### config.mk
export PLATFORM = sky130hd
export DESIGN_NAME = instr_sequencer_flat
export DESIGN_NICKNAME = d
export VERILOG_FILES = /design/src/rtl/instr_sequencer_if.sv /design/src/rtl/instr_sequencer.sv /design/src/flat_wrapper.sv
export SDC_FILE = /design/constraint.sdc
export NUM_CORES = 1
export LEC_CHECK = 0
export CAP_MARGIN = 20
export CORE_UTILIZATION = 48
export CTS_CLUSTER_SIZE = 30
export DETAILED_ROUTE_END_ITERATION = 7
export GPL_TIMING_DRIVEN = 0
export PLACE_DENSITY_LB_ADDON = 0.2
export SETUP_SLACK_MARGIN = 0.2
export SYNTH_ARGS = -nofsm -noshare
export SYNTH_HDL_FRONTEND = slang
export SYNTH_SLANG_ARGS = --single-unit
### constraint.sdc
create_clock -name clk -period 2.9 [get_ports clk]
set_input_delay 0.29 -clock clk [delete_from_list [all_inputs] [get_ports clk]]
set_output_delay 0.29 -clock clk [all_outputs]
set_load 0.02 [all_outputs]
### src/rtl/instr_sequencer_if.sv
// Program ROM fetch interface for instr_sequencer.
//   rom_addr  [7:0]  fetch address (sequencer -> ROM)
//   rom_req          fetch request (sequencer -> ROM)
//   rom_data  [19:0] instruction word (ROM -> sequencer)
//   rom_valid        rom_data valid this cycle (ROM -> sequencer)
interface instr_sequencer_if;
  logic [7:0]  rom_addr;
  logic        rom_req;
  logic [19:0] rom_data;
  logic        rom_valid;

  modport master (output rom_addr, output rom_req, input rom_data, input rom_valid);
  modport slave  (input rom_addr, input rom_req, output rom_data, output rom_valid);
endinterface

### src/rtl/instr_sequencer.sv
// Instruction sequencer: fetches a 20-bit instruction from program ROM,
// decodes it and issues one cycle of write/PC-control strobes to the
// register/memory block.
// Ports:
//   clk, rst            clock, synchronous active-high reset
//   pc [7:0]            current program counter (fetch address)
//   rom                 ROM fetch interface (master side)
//   halt_req            stop before the next fetch
//   addr [4:0]          register/memory address
//   literal [7:0]       immediate operand
//   csrc [1:0]          write source select
//   wr_en               write/commit strobe (EXEC only)
//   CPC [1:0]           PC control: 0 hold, 1 +1, 2 conditional skip (EXEC only)
//   call/ret/pop/push   stack control strobes (EXEC only)
//   busy, halted        run status
//   illegal             sticky illegal-opcode flag
//   instr_count [7:0]   retired instruction count (wraps)
module instr_sequencer (
  input  logic                      clk,
  input  logic                      rst,
  input  logic [7:0]                pc,
  instr_sequencer_if.master         rom,
  input  logic                      halt_req,
  output logic [4:0]                addr,
  output logic [7:0]                literal,
  output logic [1:0]                csrc,
  output logic                      wr_en,
  output logic [1:0]                CPC,
  output logic                      call,
  output logic                      ret,
  output logic                      pop,
  output logic                      push,
  output logic                      busy,
  output logic                      halted,
  output logic                      illegal,
  output logic [7:0]                instr_count
);

  typedef enum logic [1:0] {FETCH, DECODE, EXEC, HALTED} state_t;

  state_t      state;
  logic [3:0]  ir_op;
  logic [4:0]  ir_addr;
  logic [7:0]  ir_lit;

  logic [1:0]  d_csrc;
  logic [1:0]  d_cpc;
  logic        d_call, d_ret, d_pop, d_push;
  logic        d_legal;
  logic        unused_rsvd;

  assign unused_rsvd = ^rom.rom_data[15:13];

  // Fetch request is combinational so halt_req and rst suppress it immediately.
  assign rom.rom_addr = pc;
  assign rom.rom_req  = (state == FETCH) && !rst && !halt_req;

  always_comb begin
    d_csrc  = '0;
    d_cpc   = '0;
    d_call  = 1'b0;
    d_ret   = 1'b0;
    d_pop   = 1'b0;
    d_push  = 1'b0;
    d_legal = 1'b1;
    case (ir_op)
      4'h1: begin d_csrc = 2'b01; d_cpc = 2'd1; end
      4'h2: begin d_csrc = 2'b00; d_cpc = 2'd1; end
      4'h3: begin d_csrc = 2'b10; d_cpc = 2'd1; end
      4'h4: begin d_csrc = 2'b11; d_cpc = 2'd1; end
      4'h5: begin d_csrc = 2'b01; d_cpc = 2'd2; end
      4'h6: begin d_csrc = 2'b01; d_call = 1'b1; end
      4'h7: begin d_csrc = 2'b01; d_ret  = 1'b1; end
      4'h8: begin d_csrc = 2'b00; d_cpc = 2'd1; d_pop  = 1'b1; end
      4'h9: begin d_csrc = 2'b00; d_cpc = 2'd1; d_push = 1'b1; end
      default: d_legal = 1'b0;
    endcase
  end

  always_ff @(posedge clk) begin
    if (rst) begin
      state       <= FETCH;
      ir_op       <= '0;
      ir_addr     <= '0;
      ir_lit      <= '0;
      addr        <= '0;
      literal     <= '0;
      csrc        <= '0;
      CPC         <= '0;
      wr_en       <= 1'b0;
      call        <= 1'b0;
      ret         <= 1'b0;
      pop         <= 1'b0;
      push        <= 1'b0;
      busy        <= 1'b1;
      halted      <= 1'b0;
      illegal     <= 1'b0;
      instr_count <= '0;
    end else begin
      case (state)
        FETCH: begin
          if (halt_req) begin
            state  <= HALTED;
            busy   <= 1'b0;
            halted <= 1'b1;
          end else if (rom.rom_valid) begin
            ir_op   <= rom.rom_data[19:16];
            ir_addr <= rom.rom_data[12:8];
            ir_lit  <= rom.rom_data[7:0];
            state   <= DECODE;
          end
        end
        DECODE: begin
          addr    <= ir_addr;
          literal <= ir_lit;
          csrc    <= d_csrc;
          if (d_legal) begin
            // Strobes are loaded here so they are high for exactly the EXEC cycle.
            CPC   <= d_cpc;
            call  <= d_call;
            ret   <= d_ret;
            pop   <= d_pop;
            push  <= d_push;
            wr_en <= 1'b1;
            state <= EXEC;
          end else begin
            state  <= HALTED;
            busy   <= 1'b0;
            halted <= 1'b1;
            if (ir_op >= 4'hA) illegal <= 1'b1;
          end
        end
        EXEC: begin
          CPC         <= '0;
          call        <= 1'b0;
          ret         <= 1'b0;
          pop         <= 1'b0;
          push        <= 1'b0;
          wr_en       <= 1'b0;
          instr_count <= instr_count + 8'd1;
          state       <= FETCH;
        end
        default: state <= HALTED;
      endcase
    end
  end

endmodule

### src/flat_wrapper.sv
// flat-port wrapper written by rule: the top's interface ports become plain ports
module instr_sequencer_flat 
  (clk, rst, pc, halt_req, addr, literal, csrc, wr_en, CPC, call, ret, pop, push, busy, halted, illegal, instr_count, rom_rom_addr, rom_rom_req, rom_rom_data, rom_rom_valid);
  instr_sequencer_if rom_i ();
  input  logic clk;
  input  logic rst;
  input  logic [7:0] pc;
  input  logic halt_req;
  output logic [4:0] addr;
  output logic [7:0] literal;
  output logic [1:0] csrc;
  output logic wr_en;
  output logic [1:0] CPC;
  output logic call;
  output logic ret;
  output logic pop;
  output logic push;
  output logic busy;
  output logic halted;
  output logic illegal;
  output logic [7:0] instr_count;
  output wire logic [$bits(rom_i.rom_addr)-1:0] rom_rom_addr;
  output wire logic [$bits(rom_i.rom_req)-1:0] rom_rom_req;
  input wire logic [$bits(rom_i.rom_data)-1:0] rom_rom_data;
  input wire logic [$bits(rom_i.rom_valid)-1:0] rom_rom_valid;
  assign rom_rom_addr = rom_i.rom_addr;
  assign rom_rom_req = rom_i.rom_req;
  assign rom_i.rom_data = rom_rom_data;
  assign rom_i.rom_valid = rom_rom_valid;
  instr_sequencer u_core (.clk(clk), .rst(rst), .pc(pc), .rom(rom_i), .halt_req(halt_req), .addr(addr), .literal(literal), .csrc(csrc), .wr_en(wr_en), .CPC(CPC), .call(call), .ret(ret), .pop(pop), .push(push), .busy(busy), .halted(halted), .illegal(illegal), .instr_count(instr_count));
endmodule
# After elaboration in Yosys (flattened, before gate mapping)
# Index checks and enable logic that the tools add are counted.
# word_totals
reg_bits,52
word_cells,79
# classes
add_sub_neg,1
n_lt_le_gt_ge,1
n_eq_ne,15
n_mux,29
bitwise,2
reduce_logical,14
# op_table
op,n
"4-bit by 3-bit equality test with 1-bit output, second input constant",4
1-bit two-way mux,15
1-bit case mux with 2 select lines,7
2-bit case mux with 3 select lines,2
3-bit AND reduction,3
9-bit OR reduction,1
"8-bit by 1-bit adder with 8-bit output, second input constant",1
"4-bit by 2-bit equality test with 1-bit output, second input constant",2
"4-bit equality test, second input constant",2
2-bit case mux with 2 select lines,2
2-bit two-way mux,3
6-bit OR reduction,1
"4-bit by 1-bit equality test with 1-bit output, second input constant",1
"4-bit >= comparator, second input constant",1
"2-bit != test, second input constant",2
2-bit nonzero test,2
4-bit OR reduction,1
"3-bit != test, second input constant",1
"2-bit by 1-bit equality test with 1-bit output, second input constant",1
"2-bit equality test, second input constant",1
1-bit logical AND,2
1-bit zero test,2
2-bit zero test,1
"2-bit by 1-bit != test with 1-bit output, second input constant",1
2 further kinds,3

# Logic depth before layout (Yosys ltp)
# depth
word_depth,5
ltp_mapped,6
depth_no_buf,4

# Worst setup path before layout
# OpenSTA, ideal clock, no wires.
# synth_path
path_kind,register -> output
startpoint,reg u_core.state[0]
endpoint,out rom_rom_req
arrival_time_ps,1193
t_required_ps,2610
slack_ps,1417
stages_incl_launch_ff,3
path_buffers,1
path_cell_list,dfxtp_1 > buf_2 > nor4_1
# synth_via
elab_chain_len,3
# synth_rtl
element,line_no,source
from (decl),instr_sequencer.sv:41,state_t state;
from (signal assigned),instr_sequencer.sv:82,state <= FETCH;
from (signal assigned),instr_sequencer.sv:103,state <= HALTED;
from (signal assigned),instr_sequencer.sv:110,state <= DECODE;
2-bit zero test,instr_sequencer.sv:56,assign rom.rom_req = (state == FETCH) && !rst && !halt_req;
1-bit logical AND (2 in series),instr_sequencer.sv:56,
to (decl),flat_wrapper.sv:23,output wire logic [$bits(rom_i.rom_req)-1:0] rom_rom_req;
# No other way between the ends.

# Final worst setup path
# layout_path
startpoint,in rst
endpoint,out rom_rom_req
# layout_via
elab_chain_len,3
# layout_rtl
element,line_no,source
from (decl),flat_wrapper.sv:6,input logic rst;
1-bit zero test,instr_sequencer.sv:56,
1-bit logical AND (2 in series),instr_sequencer.sv:56,
# No other way between the ends.

==> run metrics <==
status=finished clean; Final nets=362; most frequent CP cell=clkdlybuf4s50_1; WL/cell=13.0 um; Max VDD drop=0.359 mV; clock buffer count from CTS=5; MaxCap Viol Count=0; syn avg cell area=8.20 um^2; crit-path max cell delay=0.67 ns; Starting Density=51.4%; cell count after synthesis=260; share of layout cells above drive strength 1=6.97%; sequential area share after synthesis=48.8%; Layout area overhead=37.3%; Crit. End Element=primary output; PwrDens=between 500 and 600 nW/um^2; CTS Root Cell=clkbuf_8; Arr. time, crit path=1.96 ns; Post-synth EDFFs=0; Post-DP HPWL=3510 um; IO buf count=62; Power Total=~1.5 mW; H-tree levels=2; Via density=~5.4; final hold violations=0; Yosys cell types=39; vias post-DR=2035; post-synth net total=about 300; gpl congestion=0.798; Synth Warn #=0; final core utilization=70.6%; Clock Path Buffers=2; Post-CTS Resized=0; Crit Path Max Fanout=10; Synth Register Bits=52; Overflow after GRT=0; worst hold path class=register to register; Crit Path Category=primary input to primary output; multi-input logic area=925 um^2; Place WS=0.680 ns; Core ar.=roughly 4100 um^2; drc violations=0; Min Hold Slack=~0.45 ns; drt total wl=4950 um; ant diodes=0; die area=4710 um^2; DR iter-0 viols=131; worst slew pin tran=0.672 ns; DIE WIDTH=68.6 um; pin count of the biggest net entering global routing=17; Final setup viols=0; TNS Setup=0 ns; die span in y=68.6 um; Worst Skew=between 0.006 and 0.007 ns; Final ANT Viol Nets=0; Main synth FF type=dfxtp_1; clock-pin transition on the worst setup and hold timing paths=approximately 0.10 ns; clk_lat worst skew=a little over 0.3 ns; CTS tree=built; worst-path cell chain=clkdlybuf4s50_1 > clkbuf_1 > nor4_1 > clkdlybuf4s50_1; max-slew violation count=0; GRT Overall Usage=23.2%; Reg area=1040 um^2; global-route wire length before repair=7960 um; setup slack after layout=0.647 ns; CP startpoint kind=primary input; Post-synth ARST share=0%; total iterations of the first detailed-routing run=4; Max Clk Rate=0.444 GHz; hold_buf cts=0; Syn Std Cell Area=approximately 2100 um^2; post-CTS setup buffer count=0; Min Clock Period, post-route=2.25 ns; period utilisation layout=77.7%; clock sinks=between 50 and 60; Lkg Pwr=~1 nW; initial antenna violation count=0; Critical Path RT=2.61 ns; Rows=23; RSZ-0062 raised after global routing=false; Slowest cell on crit path=clkdlybuf4s50_1; fill count=about 350; Relative slew margins=between 50% and 60%; vias in the first global route=1786; boundary pin count=74
==> power by group <==
part	internal, mW	total, mW	switching [mW]
logic	0.103	0.222	0.120
registers	0.737	0.752	0.0151
clock network	0.261	0.499	0.238
total	1.10	1.47	0.373
==> final cells by class <==
type                       count  share of cell area [%]
buffer                        27                    4.79
clock inverter                 2                    1.33
tap                           50                    2.14
sequential                    52                    35.6
timing repair buffer          62                    21.2
multi-input combinational    174                    31.6
inverter                       7                   0.898
clock buffer                   6                    2.48
==> metrics by stage <==
step / instances / area [um^2]
2_1_floorplan: 260 / 2130
3_3_place_gp: 372 / 2820
3_5_place_dp: 372 / 2820
4_1_cts: 380 / 2930
5_1_grt: 380 / 2930
6_report: 380 / 2930
==> synthesized netlist by cell type, types with 2 or more instances <==
library cell,instances,share of area (%)
buf_4,9,3.2
o31ai_1,3,1.1
nand2b_1,5,1.5
or3_1,3,0.88
xor2_1,2,0.82
nand2_1,65,11
clkbuf_1,13,2.3
nor3b_1,3,1.1
buf_2,4,0.94
a32oi_1,2,0.82
o32ai_1,4,1.6
nand4b_1,2,0.82
nor2_1,10,1.8
nor2b_1,2,0.59
a21oi_1,41,9.6
inv_1,7,1.2
o21ai_0,7,1.6
or4_1,2,0.70
nand3b_1,2,0.70
nor4_1,2,0.59
dfxtp_1,52,49
nand4_1,2,0.59
nor3_1,2,0.47
==> state kept, by name (all words and copies together) (netlist names) <==
signal	cells
u_core.CPC	2
u_core.addr	5
u_core.busy	1
u_core.call	1
u_core.csrc	2
u_core.halted	1
u_core.illegal	1
u_core.instr_count	8
u_core.ir_addr	5
u_core.ir_lit	8
u_core.ir_op	4
u_core.literal	8
u_core.pop	1
u_core.push	1
u_core.ret	1
u_core.state	2
u_core.wr_en	1
==> cell usage in the layout (no fill, tap or decap), drive strengths merged, types with 2 or more instances in the layout <==
cell type / instances
nand2: 65
clkdlybuf4s50: 62
dfxtp: 52
a21oi: 41
clkbuf: 19
buf: 14
nor2: 10
inv: 8
o21ai: 7
nand2b: 5
o32ai: 4
nor3b: 3
o31ai: 3
or3: 3
or4: 3
nor4: 2
nor2b: 2
nand3b: 2
nand4: 2
nand4b: 2
nor3: 2
a32oi: 2
xor2: 2
nor4b: 2
==> worst paths after layout <==
kind	slack [ns]	cells after the start	to	start
hold reg to reg	0.45	2	u_core.literal[5]	u_core.ir_lit[5]
setup reg to reg	1.19	4	u_core.CPC[1]	u_core.ir_op[0]
setup / recovery	0.65	4	rom_rom_req	rst
hold / removal	0.45	2	u_core.literal[5]	u_core.ir_lit[5]
==> per-layer routing <==
layer  up-vias  share of wire [%]  track usage (%)
li1       1015                  -                -
met1       944                 44             29.3
met2        69                 48             38.8
met3         7                6.7             5.59
met4         0                1.1             7.03
met5         -                  0                0
==> critical path: cells and delay by family <==
| kind | cells | cell delay (ns) |
|---|---|---|
| and+or+nand+nor | 1 | 0.30 |
| buffers and inverters | 3 | 1.37 |
==> logic make-up (layout without fill, tap and decap cells) <==
group / after synthesis / in the layout / share of synthesized area [%]
XOR/XNOR: 2 / 2 / 0.822
multiplexers: 1 / 1 / 0.470
AO/OA/AOI/OAI: 63 / 63 / 17.0
flip-flops: 52 / 52 / 48.8
buffers and inverters: 34 / 104 / 7.81
adder cells (fa/ha/maj): 1 / 1 / 0.587
AND/OR/NAND/NOR: 107 / 107 / 24.5
No activity file was read; power rests on OpenSTA's default activity.
